### src/rtl/mc_pkg.sv
// Shared machine types: the input bundle's field types and the packed issue-queue entry.
package mc_pkg;

    localparam int unsigned OPCODE_W = 6;
    localparam int unsigned DATA_W   = 32;
    localparam int unsigned REG_W    = 5;

    typedef logic [OPCODE_W-1:0] t_opcode;
    typedef logic [DATA_W-1:0]   t_data;
    typedef logic [REG_W-1:0]    t_reg_name;

    typedef struct packed {
        t_opcode   opcode;
        t_data     imm;
        t_reg_name src1;
        t_reg_name src2;
        t_reg_name dst;
    } t_inst;

endpackage

### src/rtl/iq_storage.sv
// Issue-queue entry array: one synchronous write port, one asynchronous read port, no reset.
module iq_storage
    import mc_pkg::*;
#(
    parameter int unsigned DEPTH = 4
) (
    input  logic                     clock,
    input  logic                     we,
    input  logic [$clog2(DEPTH)-1:0] waddr,
    input  t_inst                    wdata,
    input  logic [$clog2(DEPTH)-1:0] raddr,
    output t_inst                    rdata
);

    t_inst mem [DEPTH];

    always_ff @(posedge clock) begin
        if (we) begin
            mem[waddr] <= wdata;
        end
    end

    assign rdata = mem[raddr];

endmodule

### src/rtl/inst_issue_queue.sv
// In-order instruction issue queue with flush, sticky overflow and a saturating drop counter.
module inst_issue_queue
    import mc_pkg::*;
#(
    parameter int unsigned DEPTH      = 4,
    parameter int unsigned DROP_CNT_W = 8
) (
    input  logic                     clock,
    input  logic                     reset,
    input  logic                     instv,
    input  t_opcode                  opcode,
    input  t_data                    imm,
    input  t_reg_name                src1,
    input  t_reg_name                src2,
    input  t_reg_name                dst,
    input  logic                     flush,
    output logic                     out_valid,
    input  logic                     out_ready,
    output t_inst                    out_inst,
    output logic [$clog2(DEPTH):0]   count,
    output logic                     full,
    output logic                     empty,
    output logic                     overflow,
    output logic [DROP_CNT_W-1:0]    drop_cnt
);

    localparam int unsigned PTR_W = $clog2(DEPTH);
    localparam int unsigned CNT_W = PTR_W + 1;

    logic [PTR_W-1:0]      head_q;
    logic [PTR_W-1:0]      tail_q;
    logic [CNT_W-1:0]      count_q;
    logic                  overflow_q;
    logic [DROP_CNT_W-1:0] drop_cnt_q;
    logic                  loaded_q;

    logic  pop;
    logic  push;
    logic  drop;
    t_inst wdata;
    t_inst rdata;

    assign empty     = (count_q == '0);
    assign full      = (count_q == CNT_W'(DEPTH));
    assign count     = count_q;
    assign out_valid = !empty;
    assign overflow  = overflow_q;
    assign drop_cnt  = drop_cnt_q;

    // Flush overrides any same-cycle push, pop or drop.
    assign pop  = out_valid && out_ready && !flush;
    assign push = instv && (!full || (out_valid && out_ready)) && !flush;
    assign drop = instv && full && !out_ready && !flush;

    assign wdata = '{opcode: opcode, imm: imm, src1: src1, src2: src2, dst: dst};

    iq_storage #(.DEPTH(DEPTH)) u_storage (
        .clock (clock),
        .we    (push),
        .waddr (tail_q),
        .wdata (wdata),
        .raddr (head_q),
        .rdata (rdata)
    );

    // Unwritten storage is hidden so out_inst reads zero out of reset.
    assign out_inst = loaded_q ? rdata : '0;

    always_ff @(posedge clock or negedge reset) begin
        if (!reset) begin
            head_q  <= '0;
            tail_q  <= '0;
            count_q <= '0;
        end else if (flush) begin
            head_q  <= '0;
            tail_q  <= '0;
            count_q <= '0;
        end else begin
            if (push) begin
                tail_q <= tail_q + PTR_W'(1);
            end
            if (pop) begin
                head_q <= head_q + PTR_W'(1);
            end
            if (push && !pop) begin
                count_q <= count_q + CNT_W'(1);
            end else if (pop && !push) begin
                count_q <= count_q - CNT_W'(1);
            end
        end
    end

    // Overflow bookkeeping survives flush; only reset clears it.
    always_ff @(posedge clock or negedge reset) begin
        if (!reset) begin
            overflow_q <= 1'b0;
            drop_cnt_q <= '0;
            loaded_q   <= 1'b0;
        end else begin
            if (drop) begin
                overflow_q <= 1'b1;
                if (drop_cnt_q != '1) begin
                    drop_cnt_q <= drop_cnt_q + DROP_CNT_W'(1);
                end
            end
            if (push) begin
                loaded_q <= 1'b1;
            end
        end
    end

endmodule

### config.mk
export PLATFORM = sky130hd
export DESIGN_NAME = inst_issue_queue
export DESIGN_NICKNAME = d
export VERILOG_FILES = /design/src/rtl/mc_pkg.sv /design/src/rtl/iq_storage.sv /design/src/rtl/inst_issue_queue.sv
export SDC_FILE = /design/constraint.sdc
export NUM_CORES = 1
export LEC_CHECK = 0
export ABC_CLOCK_PERIOD_IN_PS = 8200
export CORE_MARGIN = 2
export CORE_UTILIZATION = 30
export CTS_CLUSTER_SIZE = 30
export DETAILED_ROUTE_END_ITERATION = 16
export PLACE_DENSITY = 0.57
export SYNTH_ARGS = -nofsm -noshare
export SYNTH_HDL_FRONTEND = slang
export SYNTH_HIERARCHICAL = 1
export SYNTH_SLANG_ARGS = --single-unit
### constraint.sdc
create_clock -name clock -period 8.2 [get_ports clock]
set_input_delay 2.46 -clock clock [delete_from_list [all_inputs] [get_ports clock]]
set_output_delay 2.46 -clock clock [all_outputs]
set_load 0.03 [all_outputs]
-- Word-level counts from Yosys, hierarchy flattened
Memory sizes are Yosys's and may differ from the RTL's.
Index checks and enable logic that the tools add are counted.
- bits in latches: 0
- memories kept: 1
- ROM bits: 0
- input bits: 58
- bits in writable memories: 212
- logic and storage cells: 45
- output and inout bits: 68
- register bits: 17
- memory list (memory ; depth ; width ; rd ports ; clocked after memory_dff ; wr ports ; RTL line ; RTL):
    u_storage.mem ; 4 ; 53 ; 1 ; 0 ; 1 ; iq_storage.sv:15 ; t_inst mem [DEPTH];
- reductions and logical operators: 21
- order comparisons: 0
- multipliers: 0
- $add $sub $neg: 5
- shift-type cells: 0
- muxes and demuxes: 10
- div/mod/pow operators: 0
- bitwise gates (word level): 0
- equality and inequality tests: 2
- operators with widths (kind ; count):
    $mux 53 ; 1
    $logic_and 1x1->1 ; 9
    $mux 3 ; 3
    $add 8x1->8 const B ; 1
    $mux 2 ; 4
    $ne 8x8->1 const B ; 1
    $logic_not 1->1 ; 6
    $add 2x1->2 const B ; 2
    $reduce_bool 2->1 ; 2
    $add 3x1->3 const B ; 1
    $eq 3x3->1 const B ; 1
    $logic_not 3->1 ; 1
    $reduce_bool 3->1 ; 1
    $sub 3x1->3 const B ; 1
    $mux 1 ; 2
    $reduce_and 2->1 ; 1
    $logic_or 1x1->1 ; 1

-- Longest topological paths before layout
- word-level depth: 11
- depth in mapped cells: 8
- mapped depth without buffers: 7

-- Cells and area by module
Netlist, hierarchy kept.
- modules (own cells, without submodules) (module ; seq. area each (sq um) ; area each (sq um) ; cells an instance ; times used):
    iq_storage ; 6366.1 ; 7742.4 ; 281 ; 1
    inst_issue_queue ; 425.4 ; 1322.5 ; 152 ; 1

-- Worst setup path after synthesis
OpenSTA, ideal clock, no wires.
- path type: input port to flip-flop
- start point: input instv
- end point: memory u_storage/mem[0][0] (netlist name), enable pin
- stages on the path: 5
- setup time: 0.540 ns
- setup slack: 0.719 ns
- data required time: 7.660 ns
- arrival time: 6.942 ns
- cells stage by stage: clkbuf_1 > and2b_1 > nand2_1 > inv_1 > nor3b_1
- cells in the longest elaborated chain, start to end: 4
- ends and longest elaborated chain (element ; RTL line ; RTL):
    from (decl) ; inst_issue_queue.sv:10 ; input logic instv,
    $logic_and 1x1->1 (2 in a row) ; inst_issue_queue.sv:52 ; assign push = instv && (!full || (out_valid && out_ready)) && !flush;
    via push ; inst_issue_queue.sv:38 ; logic push;
    $mux 1 ; iq_storage.sv:18 ; if (we) begin
    $mux 1 (not written as such) ; iq_storage.sv:19 ; mem[waddr] <= wdata;
    to (decl) ; iq_storage.sv:15 ;
The timed path passes the listed nets, and every way through them passes these cells.

==> run_summary.xml <==
<?xml version="1.0" encoding="UTF-8"?>
<metrics>
  <group name="logic_synthesis">
    <metric name="post_synth_num_cell_types" unit="">41</metric>
    <metric name="synth_top_cells_by_area" unit="">sky130_fd_sc_hd__edfxtp_1, sky130_fd_sc_hd__mux4_2, sky130_fd_sc_hd__dfrtp_1</metric>
    <metric name="synth_seq_area_share" unit="%">74.9</metric>
    <metric name="yosysTopAreaCell" unit="">sky130_fd_sc_hd__edfxtp_1</metric>
    <metric name="synthesis.area" unit="sq um">9060</metric>
    <metric name="synth.ff_latch_count" unit="">229</metric>
    <metric name="synthesized_area_fraction_occupied_by_ao_oa_aoi_and_oai_cells" unit="%">1.05</metric>
    <metric name="synth_fp_nets" unit="">493</metric>
    <metric name="yosys.area.top_type_share" unit="%">70.2</metric>
    <metric name="synth.mux.area_fraction" unit="%">13.9</metric>
    <metric name="synth_top_family_by_area" unit="">multiplexers</metric>
    <metric name="netlist_instances" unit="">433</metric>
    <metric name="async_flop_share" unit="%">7.42</metric>
    <metric name="synth_fa_ha_area_share" unit="%">0.359</metric>
    <metric name="synth_edf_count" unit="">212</metric>
    <metric name="yosys_warnings" unit="">6</metric>
    <metric name="synthFlopType" unit="">sky130_fd_sc_hd__edfxtp_1</metric>
    <metric name="synth-simple-area-share" unit="%">6.68</metric>
    <metric name="syn_area_per_cell" unit="sq um">20.9</metric>
    <metric name="yosys.area_share.xor_xnor" unit="%">0.870</metric>
  </group>
  <group name="run">
    <metric name="drv_cap" unit="">0</metric>
  </group>
  <group name="timing">
    <metric name="fmaxAchievable" unit="GHz">0.173</metric>
    <metric name="worst-slew-pin-transition" unit="ps">898</metric>
    <metric name="finalClockSkew" unit="ps">18.0</metric>
    <metric name="final_period_minus_worst_setup_slack" unit="ps">5770</metric>
    <metric name="worst_slew_margin_rel" unit="%">40.2</metric>
    <metric name="rsz_0062_raised_after_global_routing" unit="">false</metric>
    <metric name="final_min_period_over_clock_period" unit="%">70.4</metric>
    <metric name="final-setup-viol-count" unit="">0</metric>
    <metric name="final-max-slew-violation-count" unit="">0</metric>
    <metric name="tns" unit="ps">0</metric>
    <metric name="hold_viol_final" unit="">0</metric>
  </group>
  <group name="power_and_ir_drop">
    <metric name="internal-power" unit="W">0.00234</metric>
    <metric name="p_leak" unit="nW">3.73</metric>
    <metric name="power.switching_fraction" unit="%">24.4</metric>
    <metric name="pwr-share-clk" unit="%">38.0</metric>
    <metric name="power.share.sequential" unit="%">44.1</metric>
    <metric name="peakVddDrop" unit="mV">0.138</metric>
    <metric name="fin_total_pwr" unit="W">0.00310</metric>
    <metric name="comb_power_share" unit="%">17.9</metric>
    <metric name="switchingPower" unit="W">0.000757</metric>
    <metric name="power.density" unit="nW/um^2">268</metric>
  </group>
  <group name="drt">
    <metric name="detail_route.first_pass.iterations" unit="">4</metric>
    <metric name="drc" unit="">0</metric>
    <metric name="antenna_violating_nets_post_route" unit="">0</metric>
    <metric name="route.detailed.vias_per_inst" unit="">4.55</metric>
    <metric name="detailroute.via_count" unit="">4457</metric>
    <metric name="wl" unit="um">18300</metric>
    <metric name="drt_first_iter_violations" unit="">267</metric>
    <metric name="wl_per_cell" unit="um">18.7</metric>
  </group>
  <group name="worst_hold_path">
    <metric name="min_delay_worst_endpoint" unit="">overflow$_DFFE_PN0P_</metric>
    <metric name="timing.hold.worst_path_depth" unit="">1</metric>
    <metric name="worst_hold_path_type" unit="">flip-flop to flip-flop</metric>
    <metric name="hold_start" unit="">overflow$_DFFE_PN0P_</metric>
  </group>
  <group name="clock_tree">
    <metric name="numCtsBuffers" unit="">25</metric>
    <metric name="cts_tree" unit="">built</metric>
    <metric name="cts-hold-fix-buffers" unit="">0</metric>
    <metric name="path_clk_slew" unit="ps">60</metric>
    <metric name="cts_setup_buffers" unit="">0</metric>
    <metric name="ctsHtreeMaxLevel" unit="">1</metric>
    <metric name="clock_tree.buffer_depth" unit="">3</metric>
    <metric name="clkLatencyLatePin" unit="ps">520</metric>
    <metric name="cts_repair_resize_count" unit="">0</metric>
    <metric name="cts.sinks" unit="">229</metric>
    <metric name="cts-root-buf" unit="">sky130_fd_sc_hd__clkbuf_16</metric>
  </group>
  <group name="setup_path">
    <metric name="worst-setup-path-type" unit="">flip-flop to primary output</metric>
    <metric name="rr_startpoint" unit="">count[1]$_DFFE_PN0P_</metric>
    <metric name="worst_ep_arrival_time" unit="ps">3310</metric>
    <metric name="crit-reg2reg-capture" unit="">u_storage/mem[2][1]$_DFFE_PP_</metric>
    <metric name="worstPathMaxFanout" unit="">32</metric>
    <metric name="slowest_stage" unit="">sky130_fd_sc_hd__dfrtp_4</metric>
    <metric name="crit_chain" unit="">buf_4 -&gt; mux4_2 -&gt; and2_1 -&gt; clkdlybuf4s50_1</metric>
    <metric name="regToRegSetupSlack" unit="ps">5570</metric>
    <metric name="worst_setup_end_kind" unit="">primary output</metric>
    <metric name="startpoint_type" unit="">flip-flop</metric>
    <metric name="depth_of_the_worst_register_to_register_path" unit="">5</metric>
    <metric name="slowest_stage_delay_on_critical_path" unit="ps">740</metric>
    <metric name="worstPathRequired" unit="ps">5740</metric>
  </group>
  <group name="grt">
    <metric name="grt.overflow.total" unit="">0</metric>
    <metric name="vias_in_the_first_global_route" unit="">4993</metric>
    <metric name="grtUsageTotal" unit="%">11.7</metric>
    <metric name="global_route_wire_length_before_repair" unit="um">28200</metric>
    <metric name="grt_antenna_before_repair" unit="">0</metric>
    <metric name="grt_max_degree" unit="">55</metric>
  </group>
  <group name="finish">
    <metric name="layoutNonFillerInstCount" unit="">979</metric>
    <metric name="insertedDiodeCount" unit="">0</metric>
    <metric name="multi_input_comb_area" unit="sq um">2080</metric>
    <metric name="areaGrowthSynthToFinish" unit="%">27.6</metric>
    <metric name="net_total_in_the_final_layout" unit="">631</metric>
    <metric name="fraction_of_final_layout_cells_with_drive_strength_greater_than_1" unit="%">19.0</metric>
    <metric name="ff_latch_area" unit="sq um">6800</metric>
    <metric name="fillers" unit="">2672</metric>
  </group>
  <group name="place">
    <metric name="buffer_ports.inserted" unit="">125</metric>
    <metric name="finalWeightedCongestion" unit="">0.681</metric>
    <metric name="placedCellCount" unit="">934</metric>
    <metric name="detailedPlacementHpwl" unit="um">11000</metric>
  </group>
  <group name="floorplanning">
    <metric name="die_width" unit="um">178</metric>
    <metric name="fp.dieH" unit="um">178</metric>
    <metric name="core-area" unit="sq um">29700</metric>
    <metric name="ioPinCount" unit="">126</metric>
    <metric name="start_util" unit="%">30.5</metric>
    <metric name="num_rows" unit="">63</metric>
    <metric name="die-area" unit="sq um">31600</metric>
  </group>
  <group name="outcome">
    <metric name="status" unit="">finished clean</metric>
  </group>
</metrics>
cell type report:
cell class	instances	share of cell area [%]
Sequential cell	229	58.8
Inverter	5	0.162
Clock buffer	27	5.47
Tap cell	390	4.22
Timing Repair Buffer	132	11.3
Multi-Input combinational cell	178	18.0
Clock inverter	18	2.09
through the flow:
| stage | utilization [%] | worst slack, ps | hold WS, ps | instance area [sq um] |
|---|---|---|---|---|
| 2_1_floorplan | - | 719 | 503 | 9060 |
| 3_3_place_gp | 36.0 | 2840 | 457 | 10700 |
| 3_5_place_dp | 36.0 | 2830 | 457 | 10700 |
| 4_1_cts | 38.9 | 2270 | 477 | 11600 |
| 5_1_grt | 38.9 | 2180 | 520 | 11600 |
| 6_report | 38.9 | 2430 | 474 | 11600 |
synthesized netlist by cell type (all sizes together) (2+ instances only):
| cell type | number |
|---|---|
| dfrtp | 17 |
| nand2 | 6 |
| edfxtp | 212 |
| a211oi | 3 |
| mux2 | 4 |
| nor3 | 3 |
| o21ai | 2 |
| nand2b | 5 |
| nor2 | 12 |
| a31oi | 4 |
| xor2 | 7 |
| and3 | 3 |
| xnor2 | 2 |
| and3b | 2 |
| nand3 | 4 |
| clkbuf | 8 |
| and2 | 54 |
| inv | 5 |
| mux4 | 53 |
| buf | 13 |
placed cells by master (no fill, tap or decap), types with 5 or more instances in the layout:
| master | Yosys | layout |
|---|---|---|
| sky130_fd_sc_hd__edfxtp_1 | 212 | 212 |
| sky130_fd_sc_hd__clkdlybuf4s50_1 | 0 | 125 |
| sky130_fd_sc_hd__and2_1 | 54 | 54 |
| sky130_fd_sc_hd__mux4_2 | 50 | 50 |
| sky130_fd_sc_hd__clkbuf_16 | 0 | 25 |
| sky130_fd_sc_hd__dfrtp_1 | 17 | 14 |
| sky130_fd_sc_hd__nor2_1 | 12 | 12 |
| sky130_fd_sc_hd__xor2_1 | 7 | 7 |
| sky130_fd_sc_hd__buf_4 | 0 | 7 |
| sky130_fd_sc_hd__bufinv_16 | 0 | 6 |
| sky130_fd_sc_hd__clkinv_2 | 0 | 6 |
| sky130_fd_sc_hd__nand2_1 | 5 | 5 |
| sky130_fd_sc_hd__nand2b_1 | 5 | 5 |
worst max-delay path by stage:
stage	from	endpoint	slack (ps)	depth (start not counted)
after global routing	head_q[0]$_DFFE_PN0P_	out_inst[47]	2180	4
final	head_q[0]$_DFFE_PN0P_	out_inst[47]	2430	4
after floorplan	instv	u_storage/mem[0][0]$_DFFE_PP_	720	5
after detailed placement	flush	u_storage/mem[2][31]$_DFFE_PP_	2830	6
after global placement	head_q[0]$_DFFE_PN0P_	out_inst[33]	2840	4
after CTS	head_q[0]$_DFFE_PN0P_	out_inst[33]	2270	4
registers in the layout, indices dropped and copies added (netlist names):
name and flops:
count 3, u_storage/mem 212, drop_cnt 8, loaded_q 1
head_q 2, overflow 1, tail_q 2
kinds of logic (layout without fill, tap and decap cells):
kind of cell,Yosys count,count (layout)
simple gates,97,97
flops,229,229
fa+ha+maj,2,2
xor+xnor,9,9
buf+inv,26,182
compound gates,12,12
mux,58,58
power groups by stage:
stage / registers, W / clock network, W / logic, W
5_1_grt: 0.00137 / 0.00126 / 0.000588
2_1_floorplan: 0.00138 / 0 / 0.000362
4_1_cts: 0.00137 / 0.00122 / 0.000565
6_report: 0.00137 / 0.00118 / 0.000553
3_3_place_gp: 0.00139 / 0 / 0.000559
3_5_place_dp: 0.00139 / 0 / 0.000562
layer usage:
| metal | share of wire (%) | wire, um | global-route usage (%) | up-vias |
|---|---|---|---|---|
| met5 | 0 | 0 | 0 | - |
| met4 | 1.3 | 242 | 2.42 | 0 |
| met3 | 6.3 | 1150 | 2.85 | 23 |
| met2 | 50 | 9150 | 20.4 | 111 |
| met1 | 42 | 7750 | 14.7 | 2319 |
| li1 | - | - | - | 2004 |
critical path, delay by kind of cell, from the launching register on:
kind	cells	cell delay, ps
DFF	1	740
buffers and inverters	2	1220
muxes	1	590
and+or+nand+nor	1	180
Note: power is estimated with default switching activity, not from simulation.
